File: src/rtl/btn_conditioner.sv
// Push-button conditioner: 2-FF sync, debounce, one-cycle press/release pulses.
// Define BTN_AUTOREPEAT_EN to build the per-channel auto-repeat on btn_pulse.
module btn_conditioner #(
    parameter int N_BTN         = 5,
    parameter int DB_CYCLES     = 1_000_000,
    parameter int RPT_DELAY_CYC = 50_000_000,
    parameter int RPT_RATE_CYC  = 10_000_000
) (
    input  logic             CLK100MHZ,
    input  logic             CPU_RESETN,
    input  logic [N_BTN-1:0] btn_raw,
    output logic [N_BTN-1:0] btn_level,
    output logic [N_BTN-1:0] btn_pulse,
    output logic [N_BTN-1:0] btn_release
);

    localparam int DbW = $clog2(DB_CYCLES + 1);
    localparam logic [DbW-1:0] DbMax = DbW'(DB_CYCLES - 1);

    logic [N_BTN-1:0]          sync1_q;
    logic [N_BTN-1:0]          sync2_q;
    logic [N_BTN-1:0]          level_q;
    logic [N_BTN-1:0]          level_d;
    logic [N_BTN-1:0]          press_q;
    logic [N_BTN-1:0]          press_d;
    logic [N_BTN-1:0]          rel_q;
    logic [N_BTN-1:0]          rel_d;
    logic [N_BTN-1:0][DbW-1:0] db_cnt_q;
    logic [N_BTN-1:0][DbW-1:0] db_cnt_d;

    // Any cycle where sync agrees with the accepted level restarts the count.
    always_comb begin
        level_d  = level_q;
        press_d  = '0;
        rel_d    = '0;
        db_cnt_d = db_cnt_q;
        for (int i = 0; i < N_BTN; i++) begin
            if (sync2_q[i] == level_q[i]) begin
                db_cnt_d[i] = '0;
            end else if (db_cnt_q[i] == DbMax) begin
                level_d[i]  = ~level_q[i];
                press_d[i]  = ~level_q[i];
                rel_d[i]    = level_q[i];
                db_cnt_d[i] = '0;
            end else begin
                db_cnt_d[i] = db_cnt_q[i] + DbW'(1);
            end
        end
    end

    always_ff @(posedge CLK100MHZ or negedge CPU_RESETN) begin
        if (!CPU_RESETN) begin
            sync1_q  <= '0;
            sync2_q  <= '0;
            level_q  <= '0;
            press_q  <= '0;
            rel_q    <= '0;
            db_cnt_q <= '0;
        end else begin
            sync1_q  <= btn_raw;
            sync2_q  <= sync1_q;
            level_q  <= level_d;
            press_q  <= press_d;
            rel_q    <= rel_d;
            db_cnt_q <= db_cnt_d;
        end
    end

    assign btn_level   = level_q;
    assign btn_release = rel_q;

`ifdef BTN_AUTOREPEAT_EN
    localparam int RptMax = (RPT_DELAY_CYC > RPT_RATE_CYC) ?
                            RPT_DELAY_CYC : RPT_RATE_CYC;
    localparam int RptW = $clog2(RptMax + 1);
    localparam logic [RptW-1:0] DlyLast  = RptW'(RPT_DELAY_CYC - 1);
    localparam logic [RptW-1:0] RateLast = RptW'(RPT_RATE_CYC - 1);

    typedef enum logic [1:0] {
        RPT_IDLE,
        RPT_DELAY,
        RPT_REPEAT
    } rpt_state_e;

    logic [N_BTN-1:0] rpt_hit;

    for (genvar g = 0; g < N_BTN; g++) begin : g_rpt
        rpt_state_e      state_q;
        logic [RptW-1:0] cnt_q;
        logic            hit_q;

        // A falling level wins over a coinciding repeat tick.
        always_ff @(posedge CLK100MHZ or negedge CPU_RESETN) begin
            if (!CPU_RESETN) begin
                state_q <= RPT_IDLE;
                cnt_q   <= '0;
                hit_q   <= 1'b0;
            end else begin
                hit_q <= 1'b0;
                unique case (state_q)
                    RPT_IDLE: begin
                        if (press_d[g]) begin
                            state_q <= RPT_DELAY;
                            cnt_q   <= '0;
                        end
                    end
                    RPT_DELAY: begin
                        if (rel_d[g]) begin
                            state_q <= RPT_IDLE;
                            cnt_q   <= '0;
                        end else if (cnt_q == DlyLast) begin
                            state_q <= RPT_REPEAT;
                            cnt_q   <= '0;
                            hit_q   <= 1'b1;
                        end else begin
                            cnt_q <= cnt_q + RptW'(1);
                        end
                    end
                    RPT_REPEAT: begin
                        if (rel_d[g]) begin
                            state_q <= RPT_IDLE;
                            cnt_q   <= '0;
                        end else if (cnt_q == RateLast) begin
                            cnt_q <= '0;
                            hit_q <= 1'b1;
                        end else begin
                            cnt_q <= cnt_q + RptW'(1);
                        end
                    end
                    default: begin
                        state_q <= RPT_IDLE;
                        cnt_q   <= '0;
                    end
                endcase
            end
        end

        assign rpt_hit[g] = hit_q;
    end

    assign btn_pulse = press_q | rpt_hit;
`else
    logic unused_rpt_cfg;
    assign unused_rpt_cfg = ^{RPT_DELAY_CYC, RPT_RATE_CYC};
    assign btn_pulse      = press_q;
`endif

endmodule

File: config.mk
export PLATFORM = sky130hd
export DESIGN_NAME = btn_conditioner
export DESIGN_NICKNAME = d
export VERILOG_FILES = /design/src/rtl/btn_conditioner.sv
export SDC_FILE = /design/constraint.sdc
export NUM_CORES = 1
export LEC_CHECK = 0
export ABC_CLOCK_PERIOD_IN_PS = 2900
export CORE_ASPECT_RATIO = 1.1
export CORE_MARGIN = 2
export CORE_UTILIZATION = 25
export CTS_CLUSTER_SIZE = 16
export DETAILED_ROUTE_END_ITERATION = 12
export GPL_TIMING_DRIVEN = 0
export SYNTH_ARGS = -nofsm -noshare
export SYNTH_HDL_FRONTEND = slang
export SYNTH_SLANG_ARGS = --single-unit
File: constraint.sdc
create_clock -name CLK100MHZ -period 2.9 [get_ports CLK100MHZ]
set_clock_uncertainty 0.1 [all_clocks]
set_input_delay 0.435 -clock CLK100MHZ [delete_from_list [all_inputs] [get_ports CLK100MHZ]]
set_output_delay 0.435 -clock CLK100MHZ [all_outputs]
set_load 0.05 [all_outputs]
==> impl_summary.txt, run 1 <==
----------------------------------------------------
[Status]
  Outcome ... finished, final reports clean

[Global routing]
  Vias in the first global route ... roughly 4200
  Wire length of the first global-routing pass ... 19580 um
  Total gr overflow ... 0
  Number of antenna violations at the first check in global routing ... 0
  Overall fraction of global-route tracks in use ... 9.842%
  Largest net degree at the start of global routing ... 98

[Yosys]
  Commonest register cell after synthesis ... sky130_fd_sc_hd__dfrtp_1
  Number of synthesized register bits ... 125
  Area leader, netlist ... sky130_fd_sc_hd__dfrtp_1
  Multiplexer share of the synthesized area ... between 1 and 1.5%
  Largest cells by area after synthesis ... sky130_fd_sc_hd__dfrtp_1 54%, sky130_fd_sc_hd__xnor2_1 6.6%, sky130_fd_sc_hd__nor2_1 5.2%
  Distinct cell type count after synthesis ... 43
  Fraction of synthesized cell area taken by the top area cell type ... 53.87%
  Summed instance area of the synthesized netlist ... 5807 sq um
  Synthesis warning total ... 0
  Average footprint of a synthesized cell ... between 10 and 15 sq um
  EDFF count, synth ... 0
  Sequential element share of the synthesized area ... 53.87%
  Post-synthesis xor/xnor area fraction ... approximately a tenth
  Area share of fa/ha/maj cells after synthesis ... under 10%
  Post-synthesis share of cell area spent on and, or, nand and nor gates ... 25.51%
  Compound-Gate Fraction of Synth Area ... 5.688%
  Dominant combinational cell family by area after synthesis ... simple AND/OR/NAND/NOR gates
  Async S/R FF share, synth ... 100.0%
  Gate count after technology mapping ... 562
  Synthesized netlist net count ... around 570

[Floorplanning]
  Count of boundary I/O pins ... 22
  Die Y-Extent ... 163.8 um
  Area of the die ... 24460 sq um
  Horizontal die dimension ... 149.3 um
  Placeable core region ... 22860 sq um
  Rows ... 58
  Initial cell density of the core ... 25.40%

[Layout]
  Antenna Diode Count ... 0
  Total Nets Final ... around 600
  Post-route non-filler standard cell count ... 917
  Share of final-layout standard cells stronger than drive strength 1 ... 8.752%
  Storage cell area ... 3128 sq um
  Summed area of non-filler cells in the final layout ... 7089 sq um
  Area growth from synthesis to layout ... 22.09%
  Fill cell count ... approximately 2300
  Multi-input gate area in the final layout ... 2567 sq um

[Worst hold path]
  Start point of the worst hold path ... sync1_q[0]
  Worst hold endpoint ... sync2_q[0]
  Hold crit path type ... flip-flop to flip-flop
  Hold Path Cell Cnt ... 0

[Worst setup path]
  Critical Path End Type ... flip-flop
  Largest delay share family, worst path ... simple AND/OR/NAND/NOR gates
  Cell-by-cell trace of the critical path ... ha_1, nand3_1, or2_2, o31ai_2, buf_2, nor2_1
  Reg-to-reg setup timing slack ... 0.38 ns
  Reg-to-reg critical path startpoint ... db_cnt_q[40]
  Worst EP required ... 3.09 ns
  Type of origin of the critical path ... flip-flop
  Critical setup path kind ... flip-flop to flip-flop
  Highest-delay cell along the critical path ... sky130_fd_sc_hd__o31ai_2
  Largest fanout on the critical path ... 10
  Max stage delay on crit path ... 0.63 ns
  Logic depth of the worst register-to-register path ... 6
  Arrival time reported for the critical path endpoint ... approximately 2.7 ns
  Combined buffer and inverter count along the critical path ... 1
  Worst reg2reg path endpoint ... db_cnt_q[46]

[Detailed routing]
  1st-iter DRT viols ... about 180
  Total number of vias ... 4193
  Average vias per placed instance ... between 4 and 5
  Drt drc ... 0
  Number of detailed-routing iterations run before antenna repair ... 4
  Routed length per placed instance ... 12.11 um
  ANT nets after route ... 0
  Total wire length ... 11110 um

[Placement]
  Standard cell area after detailed placement ... between 6000 and 7000 sq um
  Total half-perimeter wirelength after legalization and detailed placement ... between 7000 and 8000 um
  PortBufs ... 21
  Gp weighted congestion ... around 0.76
  Placed Cells incl. Taps ... 884

[CTS]
  Post-CTS setup buffers ... 0
  Clock buffers created by TritonCTS ... 17
  Largest buffer count on any clock path ... 2
  Hold buffers post-CTS ... 1
  Clock tree from TritonCTS ... done
  Clock root buffer ... sky130_fd_sc_hd__clkbuf_16
  Maximum level of the CTS H-tree ... 4
  Clk Latency, worst-skew pair ... 0.41 ns
  Clock-pin slew reported for the worst setup and hold paths after clock tree synthesis ... 0.06 ns
  CTS resizes ... 0
  Clock sink total ... 125

[Timing]
  Final TNS setup ... 0 ns
  Share of the clock period used by the worst path after layout ... 86.98%
  Post-route worst hold slack ... between 0.2 and 0.25 ns
  Unrepaired setup endpoints after global routing ... no
  Total of endpoints with negative setup slack in the final report ... 0
  Worst Tran Pin Value ... 0.7502 ns
  Minimum period implied by the final worst setup slack ... 2.523 ns
  Final Slew Violations ... 0
  Normalized max-slew margin ... 49.68%
  Maximum operating frequency ... 396.4 MHz
  Final hold violation count ... 0

[Pwr]
  P per Cell Area ... 598.2 nW/um^2
  Lkg Pwr ... 2.730 nW
  Worst-case vdd ir drop ... 0.3994 mV
  Tot Pwr ... 4.241 mW

[Job]
  Number of maximum-capacitance constraint violations ... 0

----------------------------------------------------
cell usage in the layout (no fill, tap or decap), types with 3 or more instances in the layout:
master	n
sky130_fd_sc_hd__o21ai_0	10
sky130_fd_sc_hd__clkbuf_16	17
sky130_fd_sc_hd__mux2_2	4
sky130_fd_sc_hd__nor3_1	17
sky130_fd_sc_hd__inv_1	17
sky130_fd_sc_hd__clkinvlp_4	3
sky130_fd_sc_hd__clkdlybuf4s50_1	20
sky130_fd_sc_hd__ha_1	5
sky130_fd_sc_hd__nand4_1	20
sky130_fd_sc_hd__or3_1	14
sky130_fd_sc_hd__nand3_1	31
sky130_fd_sc_hd__dfrtp_1	125
sky130_fd_sc_hd__a21oi_1	22
sky130_fd_sc_hd__clkbuf_1	9
sky130_fd_sc_hd__or2_2	4
sky130_fd_sc_hd__nor4b_1	4
sky130_fd_sc_hd__o31ai_1	10
sky130_fd_sc_hd__and4_1	5
sky130_fd_sc_hd__bufinv_16	5
sky130_fd_sc_hd__or4b_1	3
sky130_fd_sc_hd__or4_1	13
sky130_fd_sc_hd__nand2_1	31
sky130_fd_sc_hd__xnor2_1	44
sky130_fd_sc_hd__nor2_1	81
sky130_fd_sc_hd__o31ai_2	4
sky130_fd_sc_hd__xor2_1	26
sky130_fd_sc_hd__clkbuf_8	3
sky130_fd_sc_hd__nor4_1	18
sky130_fd_sc_hd__and3_1	11
sky130_fd_sc_hd__nor3b_1	10
sky130_fd_sc_hd__clkinv_2	3
sky130_fd_sc_hd__nand4b_1	3
worst register-to-register path, delay by kind of cell, from the launching register on:
kind,cells,cell delay (ns)
flip-flops,1,0.38
adder cells (fa/ha/maj),1,0.20
AO/OA/AOI/OAI,1,0.63
buffers and inverters,1,0.36
AND/OR/NAND/NOR,3,0.73
where the power goes:
group / total [mW] / internal (mW) / switching (mW) / leakage, nW
logic: 0.105 / 0.0348 / 0.0700 / 0.704
registers: 1.79 / 1.77 / 0.0239 / 1.71
clock network: 2.34 / 1.59 / 0.754 / 0.315
total: 4.24 / 3.39 / 0.848 / 2.73
logic make-up after synthesis:
kind of cell	count (synthesis)
AND/OR/NAND/NOR	276
XOR/XNOR	70
flip-flops	125
AO/OA/AOI/OAI	51
buffers and inverters	28
multiplexers	7
adder cells (fa/ha/maj)	5
synth_stat cells (all sizes together), types with 11 or more instances:
cell,n
xnor2,44
xor2,26
o31ai,14
inv,17
and3,11
nand4,20
or4,14
or3,14
o21ai,11
dfrtp,125
nor3,17
nand3,32
nor2,81
a21oi,22
nor4,18
nand2,31
per-stage QoR:
step	setup WS (ns)	utilization, %
after floorplan	0.7009	-
after global placement	-3.817	27.96
after detailed placement	0.3249	28.09
after CTS	0.3254	31.01
after global routing	0.1649	31.01
final	0.3775	31.01
state kept, by name, indices dropped and copies added, names as in the netlist:
register     count
btn_level        5
btn_pulse        5
btn_release      5
db_cnt_q       100
sync1_q          5
sync2_q          5
layout make-up:
type	instances	share of cell area [%]
Sequential cell	125	44.12
Multi-Input combinational cell	409	36.22
Clock buffer	21	6.636
Tap cell	300	5.295
Timing Repair Buffer	23	3.512
Clock inverter	11	2.647
Inverter	17	0.9001
Buffer	11	0.6707
worst max-delay path by stage:
stage,start,endpoint,slack (ns),depth (start not counted)
CTS,db_cnt_q[40],db_cnt_q[52],0.33,6
global placement,CPU_RESETN,db_cnt_q[29],-3.82,1
finish,db_cnt_q[40],db_cnt_q[46],0.38,6
detailed placement,db_cnt_q[40],db_cnt_q[52],0.32,6
floorplan,db_cnt_q[10],btn_level[0],0.70,4
global route,db_cnt_q[40],db_cnt_q[46],0.16,6
per-layer routing:
layer | GRT usage [%] | wire (um) | part of all wire, % | vias to the layer above
met5 | 0 | 0 | 0 | -
li1 | - | - | - | 2086
met1 | 13.04 | 5500 | 50 | 2054
met3 | 2.639 | 384 | 3.5 | 2
met4 | 3.810 | 31 | 0.28 | 0
met2 | 15.35 | 5191 | 47 | 51
Power figures use the tool's default switching activity.
==> inputs of run 2 (changes only) <==
--- a/config.mk
+++ b/config.mk
@@ -10,3 +10,3 @@
 export CORE_MARGIN = 2
-export CORE_UTILIZATION = 25
+export CORE_UTILIZATION = 34
 export CTS_CLUSTER_SIZE = 16
@@ -14,2 +14,3 @@
 export GPL_TIMING_DRIVEN = 0
+export SKIP_CTS_REPAIR_TIMING = 1
 export SYNTH_ARGS = -nofsm -noshare
--- a/constraint.sdc
+++ b/constraint.sdc
@@ -4,2 +4,2 @@
 set_output_delay 0.435 -clock CLK100MHZ [all_outputs]
-set_load 0.05 [all_outputs]
+set_load 0.005 [all_outputs]
==> run 2 against run 1 <==
Via count grew 2.5%. Hold slack worse by 0.0043 ns. Clock power fell by 12%. Utilization is 9.9 points higher. Cell area is 2.6% lower. Sequential cell count unchanged. Power down 6.3%. Sequential power about the same. Largest power group unchanged.
==> impl_summary.txt, run 2 (same netlist as run 1, synthesis figures left out) <==
----------------------------------------------------
[CTS]
  Clock-pin slew reported for the worst setup and hold paths after clock tree synthesis ... 0.05 ns (was 0.06 ns)
  Maximum level of the CTS H-tree ... 4 (unchanged)
  Clock sink total ... 125 (unchanged)
  Clk Latency, worst-skew pair ... 0.41 ns (about the same)
  Clock root buffer ... sky130_fd_sc_hd__clkbuf_16 (unchanged)
  Largest buffer count on any clock path ... 2 (unchanged)
  Clock tree from TritonCTS ... done (unchanged)
  Clock buffers created by TritonCTS ... 17 (unchanged)

[Global routing]
  Overall fraction of global-route tracks in use ... 13.78% (was 9.842%)
  Largest net degree at the start of global routing ... 101 (was 98)
  Total gr overflow ... 0 (unchanged)
  Vias in the first global route ... 4317 (was 4188)
  Wire length of the first global-routing pass ... 20040 um (was 19580 um)
  Number of antenna violations at the first check in global routing ... 0 (unchanged)

[Layout]
  Share of final-layout standard cells stronger than drive strength 1 ... 8.766% (was 8.752%)
  Most common cell after layout, fill and taps aside ... sky130_fd_sc_hd__dfrtp_1 (unchanged)
  Area growth from synthesis to layout ... 18.94% (was 22.09%)
  Total Nets Final ... 616 (unchanged)
  Fill cell count ... 1612 (was 2332)
  Most flop-heavy register ... db_cnt_q (unchanged)
  Summed area of non-filler cells in the final layout ... 6907 sq um (was 7089 sq um)
  Number of flip-flops in the largest register ... 100 (unchanged)
  Antenna Diode Count ... 0 (unchanged)
  Most frequent cells in the layout ... 125 x sky130_fd_sc_hd__dfrtp_1, 81 x sky130_fd_sc_hd__nor2_1, 44 x sky130_fd_sc_hd__xnor2_1, 31 x sky130_fd_sc_hd__nand3_1, 31 x sky130_fd_sc_hd__nand2_1 (unchanged)

[Floorplanning]
  Area of the die ... 18140 sq um (was 24460 sq um)
  Horizontal die dimension ... 128.6 um (was 149.3 um)
  Rows ... 50 (was 58)
  Initial cell density of the core ... 34.38% (was 25.40%)
  Placeable core region ... 16890 sq um (was 22860 sq um)
  Die Y-Extent ... 141.1 um (was 163.8 um)
  Count of boundary I/O pins ... 22 (unchanged)

[Worst setup path]
  Largest fanout on the critical path ... 10 (unchanged)
  Arrival time reported for the critical path endpoint ... 2.74 ns (was 2.71 ns)
  Max stage delay on crit path ... 0.65 ns (was 0.63 ns)
  Critical setup path kind ... flip-flop to flip-flop (unchanged)
  Type of origin of the critical path ... flip-flop (unchanged)
  Worst EP required ... 3.09 ns (about the same)
  Cell-by-cell trace of the critical path ... ha_1, nand3_1, or2_2, o31ai_2, buf_2, nor2_1 (unchanged)
  Highest-delay cell along the critical path ... sky130_fd_sc_hd__o31ai_2 (unchanged)
  Critical Path End Type ... flip-flop (unchanged)

[Detailed routing]
  Total number of vias ... 4297 (was 4193)
  Number of detailed-routing iterations run before antenna repair ... 6 (was 4)
  Total wire length ... 11460 um (was 11110 um)
  ANT nets after route ... 0 (unchanged)
  Drt drc ... 0 (unchanged)
  1st-iter DRT viols ... 296 (was 176)
  Routed length per placed instance ... 13.91 um (was 12.11 um)
  Average vias per placed instance ... 5.215 (was 4.573)

[Placement]
  Standard cell area after detailed placement ... 6306 sq um (was 6421 sq um)
  Gp weighted congestion ... 0.8070 (was 0.7561)
  PortBufs ... 21 (unchanged)
  Total half-perimeter wirelength after legalization and detailed placement ... 7730 um (was 7352 um)

[Timing]
  Share of the clock period used by the worst path after layout ... 87.78% (was 86.98%)
  Final hold violation count ... 0 (unchanged)
  Normalized max-slew margin ... 49.70% (was 49.68%)
  Minimum period implied by the final worst setup slack ... 2.546 ns (was 2.523 ns)
  Unrepaired setup endpoints after global routing ... no (unchanged)
  Total of endpoints with negative setup slack in the final report ... 0 (unchanged)
  Post-route worst hold slack ... 0.2450 ns (was 0.2493 ns)
  Final Slew Violations ... 0 (unchanged)
  Worst Tran Pin Value ... 0.7500 ns (was 0.7502 ns)
  Maximum operating frequency ... 392.8 MHz (was 396.4 MHz)

[Worst hold path]
  Hold crit path type ... flip-flop to flip-flop (unchanged)

[Pwr]
  Lkg Pwr ... 2.715 nW (was 2.730 nW)
  P per Cell Area ... 575.6 nW/um^2 (was 598.2 nW/um^2)
  Worst-case vdd ir drop ... 0.5197 mV (was 0.3994 mV)
  Tot Pwr ... 3.975 mW (was 4.241 mW)

[Job]
  Number of maximum-capacitance constraint violations ... 0 (unchanged)

[Status]
  Outcome ... finished, final reports clean (unchanged)

----------------------------------------------------
[run 2: cell count changes in the layout (fill, tap and decap cells not counted), sizes merged]
cell / delta
clkbuf: +4
bufinv: -4
clkinv: +2
clkinvlp: -3
[run 2: cell type report]
cell class	count	area [sq um]	share of cell area, %
Clock buffer	25	535.5	7.754
Sequential cell	125	3128	45.29
Multi-Input combinational cell	409	2567	37.17
Timing Repair Buffer	23	249.0	3.605
Buffer	11	47.55	0.6884
Clock inverter	6	55.05	0.7971
Inverter	17	63.81	0.9239
Tap cell	208	260.3	3.768
[run 2: layer usage]
| layer | wire, um | global-route usage [%] | vias up |
|---|---|---|---|
| met5 | 0 | 0 | - |
| met2 | 5634 | 22.42 | 65 |
| met4 | 144 | 5.378 | 0 |
| li1 | - | - | 2095 |
| met1 | 5237 | 17.04 | 2122 |
| met3 | 446 | 4.440 | 15 |
[run 2: path summary, 6_finish.rpt]
path                       slack [ns]            to         start  depth (start not counted)
max                              0.35  db_cnt_q[48]  db_cnt_q[40]                          6
min                              0.25    sync2_q[3]    sync1_q[3]                          0
max reg2reg                      0.35  db_cnt_q[48]  db_cnt_q[40]                          6
min reg2reg                      0.25    sync2_q[3]    sync1_q[3]                          0
max in group asynchronous        1.58  db_cnt_q[18]    CPU_RESETN                          3
min in group asynchronous        0.34  db_cnt_q[49]    CPU_RESETN                          2
[run 2: metrics by stage]
step	setup TNS, ns	util, %	std cells	worst slack (ns)
floorplan	0	-	562	0.7009
global placement	-439.78	37.16	791	-3.528
detailed placement	0	37.33	792	0.3275
CTS	0	40.83	823	0.3319
global route	0	40.89	824	0.1758
finish	0	40.89	824	0.3544
[run 2: where the power goes]
group          switching [mW]  total [mW]  leakage [nW]  internal [mW]
combinational          0.0717       0.107         0.704         0.0351
sequential             0.0233        1.79          1.71           1.77
clock                   0.727        2.07         0.301           1.35
total                   0.822        3.98          2.72           3.15
[run 2: critical path: cells and delay by family (launching register included)]
| family | cells | cell delay (ns) |
|---|---|---|
| buf+inv | 1 | 0.36 |
| fa+ha+maj | 1 | 0.20 |
| compound gates | 1 | 0.65 |
| flops | 1 | 0.38 |
| simple gates | 3 | 0.73 |
